<file path="src/rtl/rr_srdy_arbiter.sv">
// ============================================================================
// rr_srdy_arbiter
// ----------------------------------------------------------------------------
// Round-robin arbiter that merges NUM_REQ srdy/rrdy (valid/ready) requester
// channels onto one downstream srdy/rrdy channel. A single registered output
// stage carries the winning beat together with the index of its source.
// It sustains one beat per clock with one cycle of latency. The arbiter
// rotates priority after every accepted beat. With packet locking enabled,
// it rotates after every accepted packet instead.
//
// Optional feature (compile-time macro):
//   ARB_PKT_LOCK_EN  - packet locking. It adds the in_last/out_last ports.
//                      A requester that wins the first beat of a multi-beat
//                      packet keeps the channel until it transfers the beat
//                      marked last.
//
// Ports:
//   clk       in   1               clock; all state updates on posedge
//   rst       in   1               synchronous active-high reset
//   in_srdy   in   NUM_REQ         per-requester beat valid
//   in_data   in   NUM_REQ*DATA_W  requester i data at [i*DATA_W +: DATA_W]
//   in_last   in   NUM_REQ         (ARB_PKT_LOCK_EN) last beat of packet
//   in_rrdy   out  NUM_REQ         per-requester ready; one-hot or zero
//   out_srdy  out  1               output beat valid
//   out_data  out  DATA_W          output beat data
//   out_id    out  ID_W            index of the requester that sent out_data
//   out_last  out  1               (ARB_PKT_LOCK_EN) winner's in_last
//   out_rrdy  in   1               downstream ready
// ============================================================================
module rr_srdy_arbiter #(
    parameter  int NUM_REQ = 4,
    parameter  int DATA_W  = 8,
    localparam int ID_W    = $clog2(NUM_REQ)
) (
    input  logic                      clk,
    input  logic                      rst,
    input  logic [NUM_REQ-1:0]        in_srdy,
    input  logic [NUM_REQ*DATA_W-1:0] in_data,
`ifdef ARB_PKT_LOCK_EN
    input  logic [NUM_REQ-1:0]        in_last,
`endif
    output logic [NUM_REQ-1:0]        in_rrdy,
    output logic                      out_srdy,
    output logic [DATA_W-1:0]         out_data,
    output logic [ID_W-1:0]           out_id,
`ifdef ARB_PKT_LOCK_EN
    output logic                      out_last,
`endif
    input  logic                      out_rrdy
);

    // ------------------------------------------------------------------
    // State
    // ------------------------------------------------------------------
    logic              out_srdy_q, out_srdy_d;
    logic [DATA_W-1:0] out_data_q, out_data_d;
    logic [ID_W-1:0]   out_id_q,   out_id_d;
    logic [ID_W-1:0]   ptr_q,      ptr_d;

`ifdef ARB_PKT_LOCK_EN
    typedef enum logic {
        ST_IDLE   = 1'b0,
        ST_LOCKED = 1'b1
    } state_t;

    state_t            state_q,    state_d;
    logic [ID_W-1:0]   lock_id_q,  lock_id_d;
    logic              out_last_q, out_last_d;
`endif

    // ------------------------------------------------------------------
    // Unpack the flat data bus into one word per requester
    // ------------------------------------------------------------------
    logic [DATA_W-1:0] data_arr [NUM_REQ];

    generate
        for (genvar gi = 0; gi < NUM_REQ; gi++) begin : g_unpack
            assign data_arr[gi] = in_data[gi*DATA_W +: DATA_W];
        end
    endgenerate

    // ------------------------------------------------------------------
    // Round-robin search.
    // The loop runs from the farthest offset down to offset 0. Each hit
    // overwrites the previous one, so the result is the requester
    // closest to ptr in the wrap-around scan order.
    // ------------------------------------------------------------------
    logic            rr_found;
    logic [ID_W-1:0] rr_idx;
    logic [ID_W:0]   scan_pos;
    logic [ID_W-1:0] scan_idx;

    always_comb begin
        rr_found = 1'b0;
        rr_idx   = '0;
        scan_pos = '0;
        scan_idx = '0;
        for (int k = NUM_REQ - 1; k >= 0; k--) begin
            // ptr_q < NUM_REQ and k < NUM_REQ, so a single subtraction
            // is enough to wrap the sum back into range.
            scan_pos = {1'b0, ptr_q} + (ID_W + 1)'(k);
            if (scan_pos >= (ID_W + 1)'(NUM_REQ)) begin
                scan_pos = scan_pos - (ID_W + 1)'(NUM_REQ);
            end
            scan_idx = scan_pos[ID_W-1:0];
            if (in_srdy[scan_idx]) begin
                rr_found = 1'b1;
                rr_idx   = scan_idx;
            end
        end
    end

    // ------------------------------------------------------------------
    // Grant selection and handshake
    // ------------------------------------------------------------------
    logic            sel_valid;
    logic [ID_W-1:0] sel_idx;
    logic [ID_W-1:0] sel_next;
    logic            load;
    logic            xfer;

    always_comb begin
        sel_valid = rr_found;
        sel_idx   = rr_idx;
`ifdef ARB_PKT_LOCK_EN
        // While a packet is open, only its owner may be offered the channel.
        // The owner is offered the channel even when it has no beat ready.
        if (state_q == ST_LOCKED) begin
            sel_valid = 1'b1;
            sel_idx   = lock_id_q;
        end
`endif
    end

    // The output register can take a new beat when it is empty or when it
    // is being drained in this same cycle.
    assign load = ~out_srdy_q | out_rrdy;

    always_comb begin
        in_rrdy = '0;
        if (sel_valid && load && !rst) begin
            in_rrdy[sel_idx] = 1'b1;
        end
    end

    assign xfer = sel_valid & load & ~rst & in_srdy[sel_idx];

    // Priority moves to the requester just after the winner.
    assign sel_next = (sel_idx == ID_W'(NUM_REQ - 1)) ? '0 : sel_idx + 1'b1;

    // ------------------------------------------------------------------
    // Next-state logic
    // ------------------------------------------------------------------
    always_comb begin
        out_srdy_d = out_srdy_q;
        out_data_d = out_data_q;
        out_id_d   = out_id_q;
        ptr_d      = ptr_q;
`ifdef ARB_PKT_LOCK_EN
        state_d    = state_q;
        lock_id_d  = lock_id_q;
        out_last_d = out_last_q;
`endif

        // When load is low, the output register and the pointer both hold.
        // When load is high, the register is refilled or goes empty.
        if (load) begin
            out_srdy_d = xfer;
            if (xfer) begin
                out_data_d = data_arr[sel_idx];
                out_id_d   = sel_idx;
`ifdef ARB_PKT_LOCK_EN
                out_last_d = in_last[sel_idx];
                if (in_last[sel_idx]) begin
                    // End of packet: release any lock and rotate priority.
                    state_d = ST_IDLE;
                    ptr_d   = sel_next;
                end else begin
                    // Packet continues: pin the channel to this requester.
                    // The pointer stays put until the last beat.
                    state_d   = ST_LOCKED;
                    lock_id_d = sel_idx;
                end
`else
                ptr_d = sel_next;
`endif
            end
        end
    end

    // ------------------------------------------------------------------
    // Registers
    // ------------------------------------------------------------------
    always_ff @(posedge clk) begin
        if (rst) begin
            // A beat held in the output register is dropped.
            out_srdy_q <= 1'b0;
            out_data_q <= '0;
            out_id_q   <= '0;
            ptr_q      <= '0;
`ifdef ARB_PKT_LOCK_EN
            state_q    <= ST_IDLE;
            lock_id_q  <= '0;
            out_last_q <= 1'b0;
`endif
        end else begin
            out_srdy_q <= out_srdy_d;
            out_data_q <= out_data_d;
            out_id_q   <= out_id_d;
            ptr_q      <= ptr_d;
`ifdef ARB_PKT_LOCK_EN
            state_q    <= state_d;
            lock_id_q  <= lock_id_d;
            out_last_q <= out_last_d;
`endif
        end
    end

    assign out_srdy = out_srdy_q;
    assign out_data = out_data_q;
    assign out_id   = out_id_q;
`ifdef ARB_PKT_LOCK_EN
    assign out_last = out_last_q;
`endif

endmodule
</file>
<file path="config.mk">
export PLATFORM = sky130hd
export DESIGN_NAME = rr_srdy_arbiter
export DESIGN_NICKNAME = d
export VERILOG_FILES = /design/src/rtl/rr_srdy_arbiter.sv
export SDC_FILE = /design/constraint.sdc
export NUM_CORES = 1
export LEC_CHECK = 0
export CORE_AREA = 2 2 55 57
export DETAILED_ROUTE_END_ITERATION = 8
export DIE_AREA = 0 0 57 59
export PLACE_DENSITY = 0.8
export SLEW_MARGIN = 20
export SYNTH_ARGS = -nofsm -noshare
export SYNTH_HDL_FRONTEND = slang
export SYNTH_SLANG_ARGS = --single-unit
</file>
<file path="constraint.sdc">
create_clock -name clk -period 2.2 [get_ports clk]
set_input_delay 0.66 -clock clk [delete_from_list [all_inputs] [get_ports clk]]
set_output_delay 0.66 -clock clk [all_outputs]
set_load 0.01 [all_outputs]
</file>
# Word-level counts from Yosys, hierarchy flattened
# Cells that the tools add are included.
dict set report totals {
  ff_bits 13
  latchBits 0
  mem_bits_rw 0
  romBits 0
  out_inout_bits 15
  memories 0
}
dict set report op_classes {
  add_sub_neg 8
  mul 0
  n_div 0
  order_cmp 11
  n_eq_ne 1
  n_shift 0
  mux 29
  n_bitwise 7
  reduce_logical 5
}
# operator n
set ops {}
lappend ops {{2-bit 2-to-1 mux} 9}
lappend ops {{8-bit binary-select mux with 2-bit select} 1}
lappend ops {{8-bit 2-to-1 mux} 2}
lappend ops {{2-bit by 3-bit less-than comparator with 1-bit output, second input constant} 5}
lappend ops {{3-bit greater-or-equal comparator, second input constant} 4}
lappend ops {{1-bit binary-select mux with 2-bit select} 5}
lappend ops {{1-bit 2-to-1 mux} 10}
lappend ops {{2-bit by 1-bit subtractor with 2-bit output, second input constant} 4}
lappend ops {{2-bit by 2-bit adder with 3-bit output, second input constant} 2}
lappend ops {{4-bit 2-to-1 mux} 1}
lappend ops {{2-bit by 1-bit adder with 3-bit output, second input constant} 1}
lappend ops {{1-bit bitwise AND} 3}
lappend ops {{2-bit by 3-bit greater-or-equal comparator with 1-bit output, second input constant} 1}
lappend ops {{1-bit logical AND} 3}
lappend ops {{2-bit inverter with 3-bit output} 1}
lappend ops {{2-bit by 1-bit adder with 2-bit output, second input constant} 1}
lappend ops {{1-bit demux with 2-bit select} 1}
lappend ops {{2-bit equality test, second input constant} 1}
lappend ops {{2-bit by 1-bit greater-or-equal comparator with 1-bit output, second input constant} 1}
lappend ops {{1-bit inverter} 2}
lappend ops {{2-bit AND reduction} 1}
lappend ops {{1-bit zero test} 1}
lappend ops {{1-bit bitwise OR} 1}

# Longest topological paths before layout
dict set report depth {
  depth_word 14
  depth_mapped 8
}

# Worst setup path before layout
# OpenSTA, ideal clock, no wires.
dict set report synth_path {
  kind {input -> output}
  startpoint {in in_srdy[3]}
  endpoint {out in_rrdy[0]}
  t_arrival_ns 1.671
  t_required_ns 1.540
  slack_ns -0.131
  stages 6
  cell_sequence {inv_1 > and3_2 > nor3_2 > inv_1 > ha_1 > and2_1}
}
dict set report synth_via {
  elab_chain_len 11
  elab_cells_between_ends 24
}
# item line_no
set synth_lines {}
lappend synth_lines {{start: declaration} 37} ;# input logic [NUM_REQ-1:0] in_srdy,
lappend synth_lines {{1-bit binary-select mux with 2-bit select} 106} ;# if (in_srdy[scan_idx]) begin
lappend synth_lines {{1-bit 2-to-1 mux (implied by the code)} 106}
lappend synth_lines {{2-bit 2-to-1 mux (3 in series)} 106}
lappend synth_lines {{2-bit 2-to-1 mux *} 106}
lappend synth_lines {{net rr_idx[0]} 89} ;# logic [ID_W-1:0] rr_idx;
lappend synth_lines {{2-bit by 3-bit less-than comparator with 1-bit output (implied by the code) / 2-bit by 1-bit greater-or-equal comparator with 1-bit output (equally long branches)} 142} ;# in_rrdy[sel_idx] = 1'b1;
lappend synth_lines {{1-bit logical AND (implied by the code)} 142}
lappend synth_lines {{1-bit 2-to-1 mux (implied by the code)} 142}
lappend synth_lines {{1-bit demux with 2-bit select *} 142}
lappend synth_lines {{4-bit 2-to-1 mux *} 141} ;# if (sel_valid && load && !rst) begin
lappend synth_lines {{end: declaration} 42} ;# output logic [NUM_REQ-1:0] in_rrdy,
# The timed path passes the listed nets; every way through them passes the cells marked *. The select of a mux whose other input is x is not followed.

# Worst setup path in the final report
dict set report layout_path {
  startpoint {in in_srdy[0]}
  endpoint {out in_rrdy[1]}
}
dict set report layout_via {
  elab_chain_len 11
  elab_cells_between_ends 24
}
# item line_no
set layout_lines {}
lappend layout_lines {{1-bit binary-select mux with 2-bit select} 106}
lappend layout_lines {{1-bit 2-to-1 mux (implied by the code)} 106}
lappend layout_lines {{2-bit 2-to-1 mux (4 in series)} 106}
lappend layout_lines {{2-bit by 3-bit less-than comparator with 1-bit output (implied by the code) / 2-bit by 1-bit greater-or-equal comparator with 1-bit output (equally long branches)} 142}
lappend layout_lines {{1-bit logical AND (implied by the code)} 142}
lappend layout_lines {{1-bit 2-to-1 mux (implied by the code)} 142}
lappend layout_lines {{1-bit demux with 2-bit select} 142}
lappend layout_lines {{4-bit 2-to-1 mux *} 141}
# Mark *: on every way between the ends. The rest lies on a longest branch, timed or not. The select of a mux whose other input is x is not followed.

==> out/metrics.csv <==
metric,value,unit
status,"finished, violations left",
violated checks,negative setup slack,
fmax,415,MHz
peak supply drop,340,uV
clock sink count,13,
"critical path fanouts, max",4,
WP data required,1540,ps
Multi-input gate area,638,um^2
# setup viols final,4,
critical path capture point type,primary output,
Non-Filler Instances,190,
synth unique cells,24,
mean post-synth cell area,9.78,um^2
Worst Hold Path Cells,2,
Fin. Hold Viols,0,
Area contributors post-synth,"dfxtp_1 30%, mux2i_1 20%, o221ai_1 8.0%, nand3b_1 6.9%, ha_1 5.7%",
placeable core region,0.00271,mm^2
gr ovfl total,0,
cell taking the most area after synthesis,dfxtp_1,
Gate power share,46.7,%
Layout Nets,203,
WL final,2560,um
Clock Skews,4.81,ps
worst slack at placement,-1060,ps
worst r2r dst,out_data[7]$_SDFFE_PP0P_,
Post-Place Cells,180,
vias per inst,4.95,
Hold Path Class,reg -> reg,
PnR Total Power,0.813,mW
Final WS setup,-210,ps
# diodes,0,
Sw Share,30.4,%
Root Buffer Master,clkbuf_4,
# Max-Cap Violations,0,
final period utilization,110,%
Clock Power Share,18.2,%
yosys warns,0,
Chip Width,57,um
CP max-delay cell,o2bb2a_4,
Initial Utilization,32.1,%
Async SR Flop Fraction,0,%
net switching power,0.247,mW
Yosys top cell area share,29.9,%
CTS tree,done,
"Cell Area, Synth",871,um^2
Pleak,0.665,nW
cell with the most instances after synthesis,mux2i_1,
worst stage delay on the critical path,250,ps
DPL Wire Length,1930,um
DRC Markers,0,
Boundary Pins,54,
CTS Buf Count,3,
deepest clock path buffer count,2,
"Top cell by count, worst path",buf_6,
Filler Cell Count,231,
setup TNS,-779,ps
FP Rows,19,
"CP delay by family, top",compound AO/OA/AOI/OAI gates,
worst skew pair latency,270,ps
Rel. slew slack,75.1,%
Die Area,0.00336,mm^2
cell area after layout,0.00168,mm^2
layout cells sized above 1,32.1,%
R2R depth,8,
worst path bufs/invs,4,
Post-DP Area,0.00153,mm^2
# port buffers,53,
largest net degree at the start of global routing,15,
internal power,0.565,mW
htree depth,1,
post-route ant nets,0,
Slew Limit Fails,0,
clock-pin slew of the registers on the worst-case setup and hold paths,80,ps
power density over the cells,484,mW/mm^2
placer congestion estimate,0.719,
RSZ-0062 raised after global routing,yes,
minimum clock period,2410,ps
Routed wire per std cell,13.5,um
Initial DRT Pass Iterations,4,
Critical Path Start Type,primary input,
vias in the first global route,952,
"Arr. time, crit path",1750,ps
min-delay src,out_id[1]$_SDFFE_PP0P_,
sequential fraction of design power,35.1,%
Setup CP Type,in -> out,
final core utilization,62.0,%
synth cell count leaders,"17 x mux2i_1, 13 x dfxtp_1, 8 x nand3b_1, 8 x o221ai_1",
Sequential Area,264,um^2
GRT Util Overall,15.3,%
first-pass GRT wire length,3970,um
Least-Margin Pin Slew,373,ps
Most used DFF post-synth,dfxtp_1,
Vias,941,
1st-iter DRT viols,14,
Post-synth EDFFs,0,
end of the worst hold path,out_id[1]$_SDFFE_PP0P_,
area delta synth->final,93.0,%
R2R setup slack,440,ps
post-synth net total,132,
Final Hold Slack,464,ps
initial antenna violation count,0,
"Seq/Total Area, Yosys",29.9,%
Syn Inst Count,89,
"Cell Chain, Critical Path",buf_8 > buf_6 > a21oi_4 > o21ai_2 > o2bb2a_4 > inv_6 > ha_4 > and2_4 > buf_6,
reg2reg start,ptr_q[1]$_SDFFE_PP0P_,
flip-flop and latch count after synthesis,13,
Die Y,59,um
-- metal layers --
metal  up-vias  wire length [um]  global-route usage, %
li1        471                 -                      -
met1       428              1010                   16.9
met2        40              1330                   27.6
met3         2               208                   5.24
met4         0                17                   5.32
met5         -                 0                      0
-- placed cells by master, fill, tap and decap left out, drive strengths merged --
master and instances:
clkdlybuf4s50 44, nand2b 1, nor4 1, nand2 7, or3 1, a211oi 1, o221ai 8, clkbuf 4
dfxtp 13, ha 4, dlymetal6s2s 1, mux2i 17, nor3 2, o21ai 1, and3 1, and2 4
nor2b 2, nand3b 8, nor2 3, inv 4, o2bb2a 1, a21oi 6, buf 25
-- power groups by stage --
stage                     Combinational [mW]  Clock (mW)  Sequential (mW)
after floorplan                        0.163           0            0.303
after global placement                 0.337           0            0.290
after detailed placement               0.342           0            0.290
after CTS                              0.367       0.155            0.286
after global routing                   0.409       0.166            0.291
final                                  0.379       0.148            0.286
-- logic make-up (layout without fill, tap and decap cells) --
logic type      Yosys count  after routing  synth area share, %
compound gates           17             17                 16.1
simple gates             30             30                 21.4
fa+ha+maj                 4              4                 5.75
mux                      17             17                 19.5
flops                    13             13                 29.9
buf+inv                   8             78                 7.33
-- worst max-delay path by stage --
stage                           from    endpoint  slack, ps  cells past startpoint
after floorplan           in_srdy[0]  in_rrdy[3]        -60                      7
after global placement    in_srdy[3]  in_rrdy[2]      -1030                      8
after detailed placement  in_srdy[2]  in_rrdy[2]      -1060                      8
after CTS                 in_srdy[0]  in_rrdy[0]       -210                      9
after global routing      in_srdy[0]  in_rrdy[0]       -240                      9
final                     in_srdy[0]  in_rrdy[1]       -210                      9
-- flip-flops by register name, summed over array words and instances, names as in the netlist --
register  cells
out_id        2
ptr_q         2
out_srdy      1
out_data      8
-- what timing repair did --
action	CTS	global route
resized for setup	53	10
buffers inserted	4	2
pin swaps	8	3
gates cloned	0	0
setup endpoints to repair	12	4
hold buffers	0	0
-- worst reg2reg max path, cell delays in order (launching register included) --
cell and delay [ps]:
dfxtp_4 370, buf_4 140, a21oi_4 110, o21ai_2 70, o2bb2a_4 250, buf_4 130
buf_4 210, mux2i_1 230, o221ai_1 130
-- layout make-up --
cell class	count	area share [%]
inverters	4	1.79
flip-flops and latches	13	15.7
clock buffers	4	1.56
multi-input cells	68	38.0
well taps	31	2.31
repair buffers	70	40.7
(Power assumes the default switching activity.)
